`config.mk`:
```
export PLATFORM = sky130hd
export DESIGN_NAME = instr_fetch_unit
export DESIGN_NICKNAME = d
export VERILOG_FILES = /design/src/rtl/fetch_pkg.sv /design/src/rtl/instr_fetch_unit_checker.sv /design/src/rtl/sync_fifo.sv /design/src/rtl/instr_fetch_unit.sv
export SDC_FILE = /design/constraint.sdc
export NUM_CORES = 1
export LEC_CHECK = 0
export CAP_MARGIN = 20
export CORE_ASPECT_RATIO = 1.2
export CORE_UTILIZATION = 45
export CTS_CLUSTER_SIZE = 8
export DETAILED_ROUTE_END_ITERATION = 6
export GPL_TIMING_DRIVEN = 0
export PLACE_DENSITY = 0.64
export SYNTH_ARGS = -nofsm -noshare
export SYNTH_HDL_FRONTEND = slang
export SYNTH_SLANG_ARGS = --single-unit
```
`constraint.sdc`:
```
create_clock -name clk -period 14.2 [get_ports clk]
set_input_delay 2.13 -clock clk [delete_from_list [all_inputs] [get_ports clk]]
set_output_delay 2.13 -clock clk [all_outputs]
set_load 0.01 [all_outputs]
```
`src/rtl/fetch_pkg.sv`:
```
// Shared definitions for the instruction fetch stage.
//   XLEN / INSTR_W      : address and instruction widths
//   DEFAULT_PC_INC      : byte step between sequential fetches
//   DEFAULT_RESET_PC    : fetch address after reset
//   fetch_entry_t       : one buffered instruction together with its PC
package fetch_pkg;

    localparam int XLEN    = 64;
    localparam int INSTR_W = 32;

    localparam int               DEFAULT_PC_INC   = 4;
    localparam logic [XLEN-1:0]  DEFAULT_RESET_PC = 64'h0;

    typedef struct packed {
        logic [XLEN-1:0]    pc;
        logic [INSTR_W-1:0] instr;
    } fetch_entry_t;

endpackage

```
`src/rtl/instr_fetch_unit_checker.sv`:
```
// Protocol checks for instr_fetch_unit.
//   imem_rsp_valid : response strobe from instruction memory
//   outstanding    : requests accepted but not yet answered
//   pend_count     : entries in the pending-PC queue
//   drop_cnt       : stale responses still to be discarded
module instr_fetch_unit_checker #(
    parameter int OUT_W = 2
) (
    input logic             clk,
    input logic             rst,
    input logic             imem_rsp_valid,
    input logic [OUT_W-1:0] outstanding,
    input logic [OUT_W-1:0] pend_count,
    input logic [OUT_W-1:0] drop_cnt
);

    // Memory must never answer a request that was not issued.
    a_no_spurious_rsp: assert property (@(posedge clk) disable iff (!rst)
        imem_rsp_valid |-> (outstanding != OUT_W'(0)));

    // Outside a flush every outstanding request has a PC waiting for it.
    a_pend_matches: assert property (@(posedge clk) disable iff (!rst)
        (drop_cnt == OUT_W'(0)) |-> (pend_count == outstanding));

endmodule

```
`src/rtl/sync_fifo.sv`:
```
// Small synchronous FIFO with a single-cycle flush.
//   clk, rst      : clock and synchronous active-low reset
//   flush         : empties the FIFO; wins over push and pop in the same cycle
//   push/push_data: write one entry (caller guarantees room)
//   pop/pop_data  : pop_data always shows the head; pop removes it
//   count         : current number of entries (0..DEPTH)
module sync_fifo #(
    parameter int WIDTH = 8,
    parameter int DEPTH = 4
) (
    input  logic                       clk,
    input  logic                       rst,
    input  logic                       flush,
    input  logic                       push,
    input  logic [WIDTH-1:0]           push_data,
    input  logic                       pop,
    output logic [WIDTH-1:0]           pop_data,
    output logic [$clog2(DEPTH+1)-1:0] count
);

    localparam int PTR_W = (DEPTH > 1) ? $clog2(DEPTH) : 1;
    localparam int CNT_W = $clog2(DEPTH + 1);

    logic [WIDTH-1:0] mem_q [DEPTH];
    logic [PTR_W-1:0] wr_ptr_q, wr_ptr_d;
    logic [PTR_W-1:0] rd_ptr_q, rd_ptr_d;
    logic [CNT_W-1:0] count_q, count_d;

    // Pointers wrap explicitly so a single-entry FIFO also works.
    function automatic logic [PTR_W-1:0] ptr_inc(input logic [PTR_W-1:0] p);
        logic [PTR_W-1:0] r;
        if (p == PTR_W'(DEPTH - 1)) begin
            r = {PTR_W{1'b0}};
        end else begin
            r = p + PTR_W'(1);
        end
        return r;
    endfunction

    // Next pointer and occupancy; flush overrides push and pop.
    always_comb begin
        wr_ptr_d = wr_ptr_q;
        rd_ptr_d = rd_ptr_q;
        count_d  = count_q;
        if (flush) begin
            wr_ptr_d = {PTR_W{1'b0}};
            rd_ptr_d = {PTR_W{1'b0}};
            count_d  = {CNT_W{1'b0}};
        end else begin
            wr_ptr_d = push ? ptr_inc(wr_ptr_q) : wr_ptr_q;
            rd_ptr_d = pop  ? ptr_inc(rd_ptr_q) : rd_ptr_q;
            count_d  = count_q + CNT_W'(push) - CNT_W'(pop);
        end
    end

    // Pointer and occupancy registers.
    always_ff @(posedge clk) begin
        if (!rst) begin
            wr_ptr_q <= {PTR_W{1'b0}};
            rd_ptr_q <= {PTR_W{1'b0}};
            count_q  <= {CNT_W{1'b0}};
        end else begin
            wr_ptr_q <= wr_ptr_d;
            rd_ptr_q <= rd_ptr_d;
            count_q  <= count_d;
        end
    end

    // Storage; contents need no reset because count gates their use.
    always_ff @(posedge clk) begin
        if (push && !flush) begin
            mem_q[wr_ptr_q] <= push_data;
        end
    end

    assign pop_data = mem_q[rd_ptr_q];
    assign count    = count_q;

endmodule

```
`src/rtl/instr_fetch_unit.sv`:
```
// Fetch stage: owns the speculative fetch PC, issues sequential word
// requests to instruction memory, buffers responses with their PCs and
// hands them to decode. A branch redirect flushes everything buffered and
// discards responses for requests already in flight.
//   clk, rst                 : clock, synchronous active-low reset
//   redirect, redirect_pc    : taken-branch pulse and target
//   imem_req_*               : request channel (valid/ready, address)
//   imem_rsp_valid/_data     : in-order response channel, never stalled
//   out_valid/ready/instr/pc : instruction handoff to decode
//   flush_busy               : stale responses are still being dropped
module instr_fetch_unit
    import fetch_pkg::*;
#(
    parameter int               DEPTH    = 4,
    parameter int               MAX_OUT  = 2,
    parameter logic [XLEN-1:0]  RESET_PC = fetch_pkg::DEFAULT_RESET_PC,
    parameter int               PC_INC   = fetch_pkg::DEFAULT_PC_INC
) (
    input  logic                clk,
    input  logic                rst,
    input  logic                redirect,
    input  logic [XLEN-1:0]     redirect_pc,
    output logic                imem_req_valid,
    input  logic                imem_req_ready,
    output logic [XLEN-1:0]     imem_req_addr,
    input  logic                imem_rsp_valid,
    input  logic [INSTR_W-1:0]  imem_rsp_data,
    output logic                out_valid,
    input  logic                out_ready,
    output logic [INSTR_W-1:0]  out_instr,
    output logic [XLEN-1:0]     out_pc,
    output logic                flush_busy
);

    localparam int IQ_CNT_W = $clog2(DEPTH + 1);
    localparam int OUT_W    = $clog2(MAX_OUT + 1);
    localparam int SUM_W    = ((IQ_CNT_W > OUT_W) ? IQ_CNT_W : OUT_W) + 1;

    logic [XLEN-1:0]     fetch_pc_q, fetch_pc_d;
    logic [OUT_W-1:0]    outstanding_q, outstanding_d;
    logic [OUT_W-1:0]    drop_cnt_q, drop_cnt_d;

    logic [IQ_CNT_W-1:0] iq_count;
    logic [OUT_W-1:0]    pq_count;
    fetch_entry_t        iq_head;
    fetch_entry_t        iq_push_entry;
    logic [XLEN-1:0]     pq_head;
    logic [SUM_W-1:0]    in_use;
    logic                req_fire;
    logic                iq_push;
    logic                iq_pop;
    logic                pq_pop;
    logic                q_flush;

    // Slots already claimed: buffered entries plus responses still owed.
    assign in_use = SUM_W'(iq_count) + SUM_W'(outstanding_q);

    // Issue only when a response is guaranteed a free queue slot.
    assign imem_req_valid = rst && !redirect
                         && (drop_cnt_q == OUT_W'(0))
                         && (outstanding_q < OUT_W'(MAX_OUT))
                         && (in_use < SUM_W'(DEPTH));
    assign imem_req_addr  = fetch_pc_q;
    assign req_fire       = imem_req_valid && imem_req_ready;

    assign out_valid  = (iq_count != IQ_CNT_W'(0));
    assign out_instr  = out_valid ? iq_head.instr : {INSTR_W{1'b0}};
    assign out_pc     = out_valid ? iq_head.pc    : {XLEN{1'b0}};
    assign iq_pop     = out_valid && out_ready;
    assign flush_busy = (drop_cnt_q != OUT_W'(0));

    assign iq_push_entry = '{pc: pq_head, instr: imem_rsp_data};

    // Next fetch PC, outstanding/drop bookkeeping and queue controls.
    always_comb begin
        fetch_pc_d    = fetch_pc_q;
        outstanding_d = outstanding_q;
        drop_cnt_d    = drop_cnt_q;
        iq_push       = 1'b0;
        pq_pop        = 1'b0;
        q_flush       = 1'b0;
        if (redirect) begin
            // Every in-flight request except one answered this cycle
            // becomes stale; that same-cycle response is discarded.
            fetch_pc_d    = redirect_pc & {{(XLEN-2){1'b1}}, 2'b00};
            q_flush       = 1'b1;
            drop_cnt_d    = outstanding_q - OUT_W'(imem_rsp_valid);
            outstanding_d = outstanding_q - OUT_W'(imem_rsp_valid);
        end else begin
            if (req_fire) begin
                fetch_pc_d = fetch_pc_q + XLEN'(PC_INC);
            end else begin
                fetch_pc_d = fetch_pc_q;
            end
            if (imem_rsp_valid) begin
                if (drop_cnt_q != OUT_W'(0)) begin
                    drop_cnt_d = drop_cnt_q - OUT_W'(1);
                end else begin
                    pq_pop  = 1'b1;
                    iq_push = 1'b1;
                end
            end else begin
                drop_cnt_d = drop_cnt_q;
            end
            outstanding_d = outstanding_q + OUT_W'(req_fire) - OUT_W'(imem_rsp_valid);
        end
    end

    // Fetch PC and in-flight counters.
    always_ff @(posedge clk) begin
        if (!rst) begin
            fetch_pc_q    <= RESET_PC;
            outstanding_q <= {OUT_W{1'b0}};
            drop_cnt_q    <= {OUT_W{1'b0}};
        end else begin
            fetch_pc_q    <= fetch_pc_d;
            outstanding_q <= outstanding_d;
            drop_cnt_q    <= drop_cnt_d;
        end
    end

    sync_fifo #(
        .WIDTH ($bits(fetch_entry_t)),
        .DEPTH (DEPTH)
    ) u_instr_q (
        .clk       (clk),
        .rst       (rst),
        .flush     (q_flush),
        .push      (iq_push),
        .push_data (iq_push_entry),
        .pop       (iq_pop),
        .pop_data  (iq_head),
        .count     (iq_count)
    );

    sync_fifo #(
        .WIDTH (XLEN),
        .DEPTH (MAX_OUT)
    ) u_pend_q (
        .clk       (clk),
        .rst       (rst),
        .flush     (q_flush),
        .push      (req_fire),
        .push_data (fetch_pc_q),
        .pop       (pq_pop),
        .pop_data  (pq_head),
        .count     (pq_count)
    );

    instr_fetch_unit_checker #(
        .OUT_W (OUT_W)
    ) u_checker (
        .clk            (clk),
        .rst            (rst),
        .imem_rsp_valid (imem_rsp_valid),
        .outstanding    (outstanding_q),
        .pend_count     (pq_count),
        .drop_cnt       (drop_cnt_q)
    );

endmodule

```
==> flow_results.org <==
** Power
- Power density normalized to cell area :: around 140 mW/mm²
- The worst-case IR drop observed on VDD is 0.0715 mV.
- Leakage component of the power :: 9.32 nW

** STA
- Maximum frequency from static timing analysis :: 166 MHz
- Setup repair after global routing left no endpoint under its margin.
- Slew of the pin with the lowest slew margin :: 0.991 ns
- Dividing the final minimum period by the clock period gives 0.424.
- Crit path time final :: 6.02 ns
- Setup violations remaining at the end of the flow were counted as 0.
- Across the routed clock network, the largest skew measured is 0.0198 ns.
- Final setup TNS :: 0 ns
- Measured against its own limit, the worst slew margin works out to 0.334.
- Final Hold Fails :: 0
- Fin. max-slew vios :: 0

** Synth
- Largest area contributor in the netlist :: sky130_fd_sc_hd__edfxtp_1
- Counting every instance in the synthesized netlist gives 1394.
- After synthesis the cells add up to roughly 0.023 mm².
- Averaged over all synthesized cells, the footprint is 16.6 µm².
- Share of synthesized flip-flops with an asynchronous set or reset :: 0
- The synthesized design contains 578 register bits.
- Top cell type's share of synthesized area :: 0.648
- The share of the Yosys chip area taken by registers is 0.715.
- Sorting the synthesized cells by area gives the leading types as sky130_fd_sc_hd__edfxtp_1 65%, sky130_fd_sc_hd__mux4_2 9.1%, sky130_fd_sc_hd__dfxtp_1 6.7%.
- Yosys Warn Count :: 0
- Number of synthesized flops with an enable pin :: 500
- After synthesis, the netlist uses 57 different library cells.
- Among all flip-flop cells after synthesis, the most frequent one is sky130_fd_sc_hd__edfxtp_1.

** Global routing
- Overall track demand over capacity in global routing :: 0.233
- The number of antenna violations at the first check in global routing was 3.
- Global routing finished with a remaining overflow of 0.
- Maximum number of pins on one net before global-route repair :: 52
- The via count of the first global-routing pass was roughly 14000.
- First-pass GRT wire length :: between 80000 and 90000 µm

** Clock network
- Buffers inserted during clock tree synthesis total 82.
- The clock passes through at most 3 buffers.
- Clock tree synthesis found a total of 578 sinks.
- In this run the clock root is driven by a sky130_fd_sc_hd__clkbuf_16.
- The H-tree was split into 3 levels.
- TritonCTS built the clock tree.
- Clock-pin slew of the registers on the worst-case setup and hold paths :: 0.05 ns
- CTS-repair resized insts :: 0
- # Post-CTS Setup Buffers :: 0
- Hold repair after CTS inserted 0 buffers.
- The later pin in the worst-skew pair is clocked with a latency of 0.61 ns.

** Route
- Dividing the detail-routed via count by the number of cells gives 5.73.
- Summed over all layers, the routed wires come to 60100 µm.
- Vias post-DR :: around 14000
- For this run, the detailed router's first-pass iteration total came to 5.
- After detailed routing, the average wire length per cell comes to 24.7 µm.
- Initial DRC count :: 1300
- Remaining antenna violation count :: 0
- After detailed routing, the number of remaining DRC violations is 0.

** Floorplanning
- The floorplan step defined a die boundary enclosing between 0.05 and 0.06 mm².
- Number of top-level pins :: 265
- The initial utilization of the core area, before any placement, comes to 0.458.
- The floorplan step set the die height to approximately 250 µm.
- Placeable Area :: 0.0506 mm²
- The die is approximately 210 µm wide.
- Number of standard-cell rows in the floorplan :: 90

** Worst setup path
- Critical path class :: in -> out
- Data arrival time of the critical path :: ~4 ns
- Biggest fanout along the worst timing path :: 10
- Required @ worst endpoint :: 12.07 ns
- Kind of start point of the critical path :: input pin
- Nature of the critical path endpoint :: output port

** Placed design
- Detailed placer's ending HPWL :: 39900 µm
- At the end of routability-driven placement, the weighted congestion stood at 0.897.
- # port buffers :: 257

** Cells and area
- After the last flow step, the layout net total stands at 1866.
- Footprint of the multi-input gates :: slightly above 0.006 mm²
- From synthesis to final layout, the design area changed by 25.8%.
- Measured on the finished design, the core utilization comes to 0.576.
- Total area of sequential cells :: 0.0166 mm²
- Of the cells placed in the final design, the portion with a size suffix greater than 1 is 0.158.
- Filler instances :: ~3900

** Run status
- Result of the run :: completed

** Hold path
- The path class of the tightest hold or removal check is reg -> reg.

** Flow run
- MaxCap Viol Count :: 0
synth_stat cells, types with 17 or more instances:
| cell | count |
|---|---|
| sky130_fd_sc_hd__a21oi_1 | 54 |
| sky130_fd_sc_hd__and2_1 | 109 |
| sky130_fd_sc_hd__clkbuf_1 | 49 |
| sky130_fd_sc_hd__dfxtp_1 | 78 |
| sky130_fd_sc_hd__edfxtp_1 | 500 |
| sky130_fd_sc_hd__inv_1 | 20 |
| sky130_fd_sc_hd__mux2_2 | 65 |
| sky130_fd_sc_hd__mux4_2 | 94 |
| sky130_fd_sc_hd__nand2_1 | 75 |
| sky130_fd_sc_hd__nand3_1 | 34 |
| sky130_fd_sc_hd__nand4_1 | 24 |
| sky130_fd_sc_hd__nor2_1 | 42 |
| sky130_fd_sc_hd__nor3_1 | 23 |
| sky130_fd_sc_hd__o21ai_0 | 29 |
| sky130_fd_sc_hd__or3_1 | 17 |
| sky130_fd_sc_hd__xnor2_1 | 19 |
power by group:
group | leakage, nW | internal [mW] | switching, mW | total (mW)
combinational | 3.04 | 0.170 | 0.169 | 0.339
clock | 1.09 | 1.07 | 0.672 | 1.74
sequential | 5.18 | 1.89 | 0.0369 | 1.93
metal layers:
layer | routed length (µm) | track usage | vias up
met5 | 11 | 0 | -
met4 | 1770 | 0.0941 | 2
met3 | 4420 | 0.0463 | 102
met2 | 29700 | 0.385 | 618
met1 | 24200 | 0.302 | 7077
li1 | - | - | 6159
logic make-up after synthesis:
logic type      count (synthesis)  share of synthesized area
compound gates                144                     0.0377
buf+inv                        97                     0.0172
fa+ha+maj                      14                    0.00788
flops                         578                      0.715
other cells                     1                   0.000162
xor+xnor                       26                    0.00983
mux                           163                      0.125
simple gates                  371                     0.0871
worst max-delay path, cell delays in order:
cell and delay [ns]:
sky130_fd_sc_hd__clkdlybuf4s50_1 0.59, sky130_fd_sc_hd__nor2b_1 0.16, sky130_fd_sc_hd__buf_4 0.19, sky130_fd_sc_hd__and3_1 0.24, sky130_fd_sc_hd__clkdlybuf4s50_1 0.57
path summary, 6_finish.rpt:
check	from	to	slack [ns]	cells past startpoint
min reg2reg	u_instr_q.rd_ptr_q[1]	u_instr_q.rd_ptr_q[1]	0.49	2
max	rst	imem_req_valid	8.18	5
min	u_instr_q.rd_ptr_q[1]	u_instr_q.rd_ptr_q[1]	0.49	2
max reg2reg	drop_cnt_q[0]	outstanding_q[1]	10.67	15
sequential cells by signal (all words and copies together), names as in the netlist, named ones only:
signal and count:
u_instr_q.rd_ptr_q 2, u_instr_q.mem_q 376, imem_req_addr 62, u_pend_q.wr_ptr_q 1, u_pend_q.rd_ptr_q 1, drop_cnt_q 2
u_instr_q.count 3, outstanding_q 2, u_pend_q.mem_q 124, u_instr_q.wr_ptr_q 2
cells in the final DEF (no fill, tap or decap), types with 4 or more instances in the layout:
master and count:
sky130_fd_sc_hd__a21o_1 4, sky130_fd_sc_hd__a21oi_1 54, sky130_fd_sc_hd__a221oi_1 4, sky130_fd_sc_hd__a31oi_1 13, sky130_fd_sc_hd__and2_1 104, sky130_fd_sc_hd__and2_4 5
sky130_fd_sc_hd__and3_1 12, sky130_fd_sc_hd__and4_1 9, sky130_fd_sc_hd__buf_1 12, sky130_fd_sc_hd__buf_12 4, sky130_fd_sc_hd__buf_16 7, sky130_fd_sc_hd__buf_2 9
sky130_fd_sc_hd__buf_4 6, sky130_fd_sc_hd__clkbuf_1 86, sky130_fd_sc_hd__clkbuf_16 84, sky130_fd_sc_hd__clkdlybuf4s50_1 257, sky130_fd_sc_hd__conb_1 4, sky130_fd_sc_hd__dfxtp_1 78
sky130_fd_sc_hd__edfxtp_1 500, sky130_fd_sc_hd__ha_1 13, sky130_fd_sc_hd__inv_1 20, sky130_fd_sc_hd__mux2_2 65, sky130_fd_sc_hd__mux2i_1 4, sky130_fd_sc_hd__mux4_2 94
sky130_fd_sc_hd__nand2_1 75, sky130_fd_sc_hd__nand3_1 34, sky130_fd_sc_hd__nand4_1 24, sky130_fd_sc_hd__nor2_1 41, sky130_fd_sc_hd__nor3_1 23, sky130_fd_sc_hd__nor4_1 8
sky130_fd_sc_hd__nor4b_1 4, sky130_fd_sc_hd__o211ai_1 9, sky130_fd_sc_hd__o21ai_0 29, sky130_fd_sc_hd__o22ai_1 6, sky130_fd_sc_hd__or3_1 17, sky130_fd_sc_hd__xnor2_1 19
sky130_fd_sc_hd__xor2_1 7
cell type report:
class / count / area share
Clock inverter: 3 / 0.00116
Buffer: 76 / 0.0109
Antenna cell: 2 / 0.000172
Timing Repair Buffer: 269 / 0.0980
Tap cell: 644 / 0.0277
Sequential cell: 578 / 0.569
Inverter: 21 / 0.00270
Clock buffer: 121 / 0.0769
Multi-Input combinational cell: 722 / 0.214
metrics by stage:
stage	cell area, µm²	power, mW	hold slack [ns]	instances	setup slack (ns)
2_1_floorplan	23200	2.11	0.454	1397	7.80
3_3_place_gp	26600	2.30	0.481	2298	4.55
3_5_place_dp	26900	2.30	0.484	2310	8.22
5_1_grt	29100	4.14	0.528	2435	8.08
4_1_cts	29100	4.05	0.491	2434	8.21
6_report	29100	4.01	0.493	2436	8.18
Note: power is estimated with default switching activity, not from simulation.
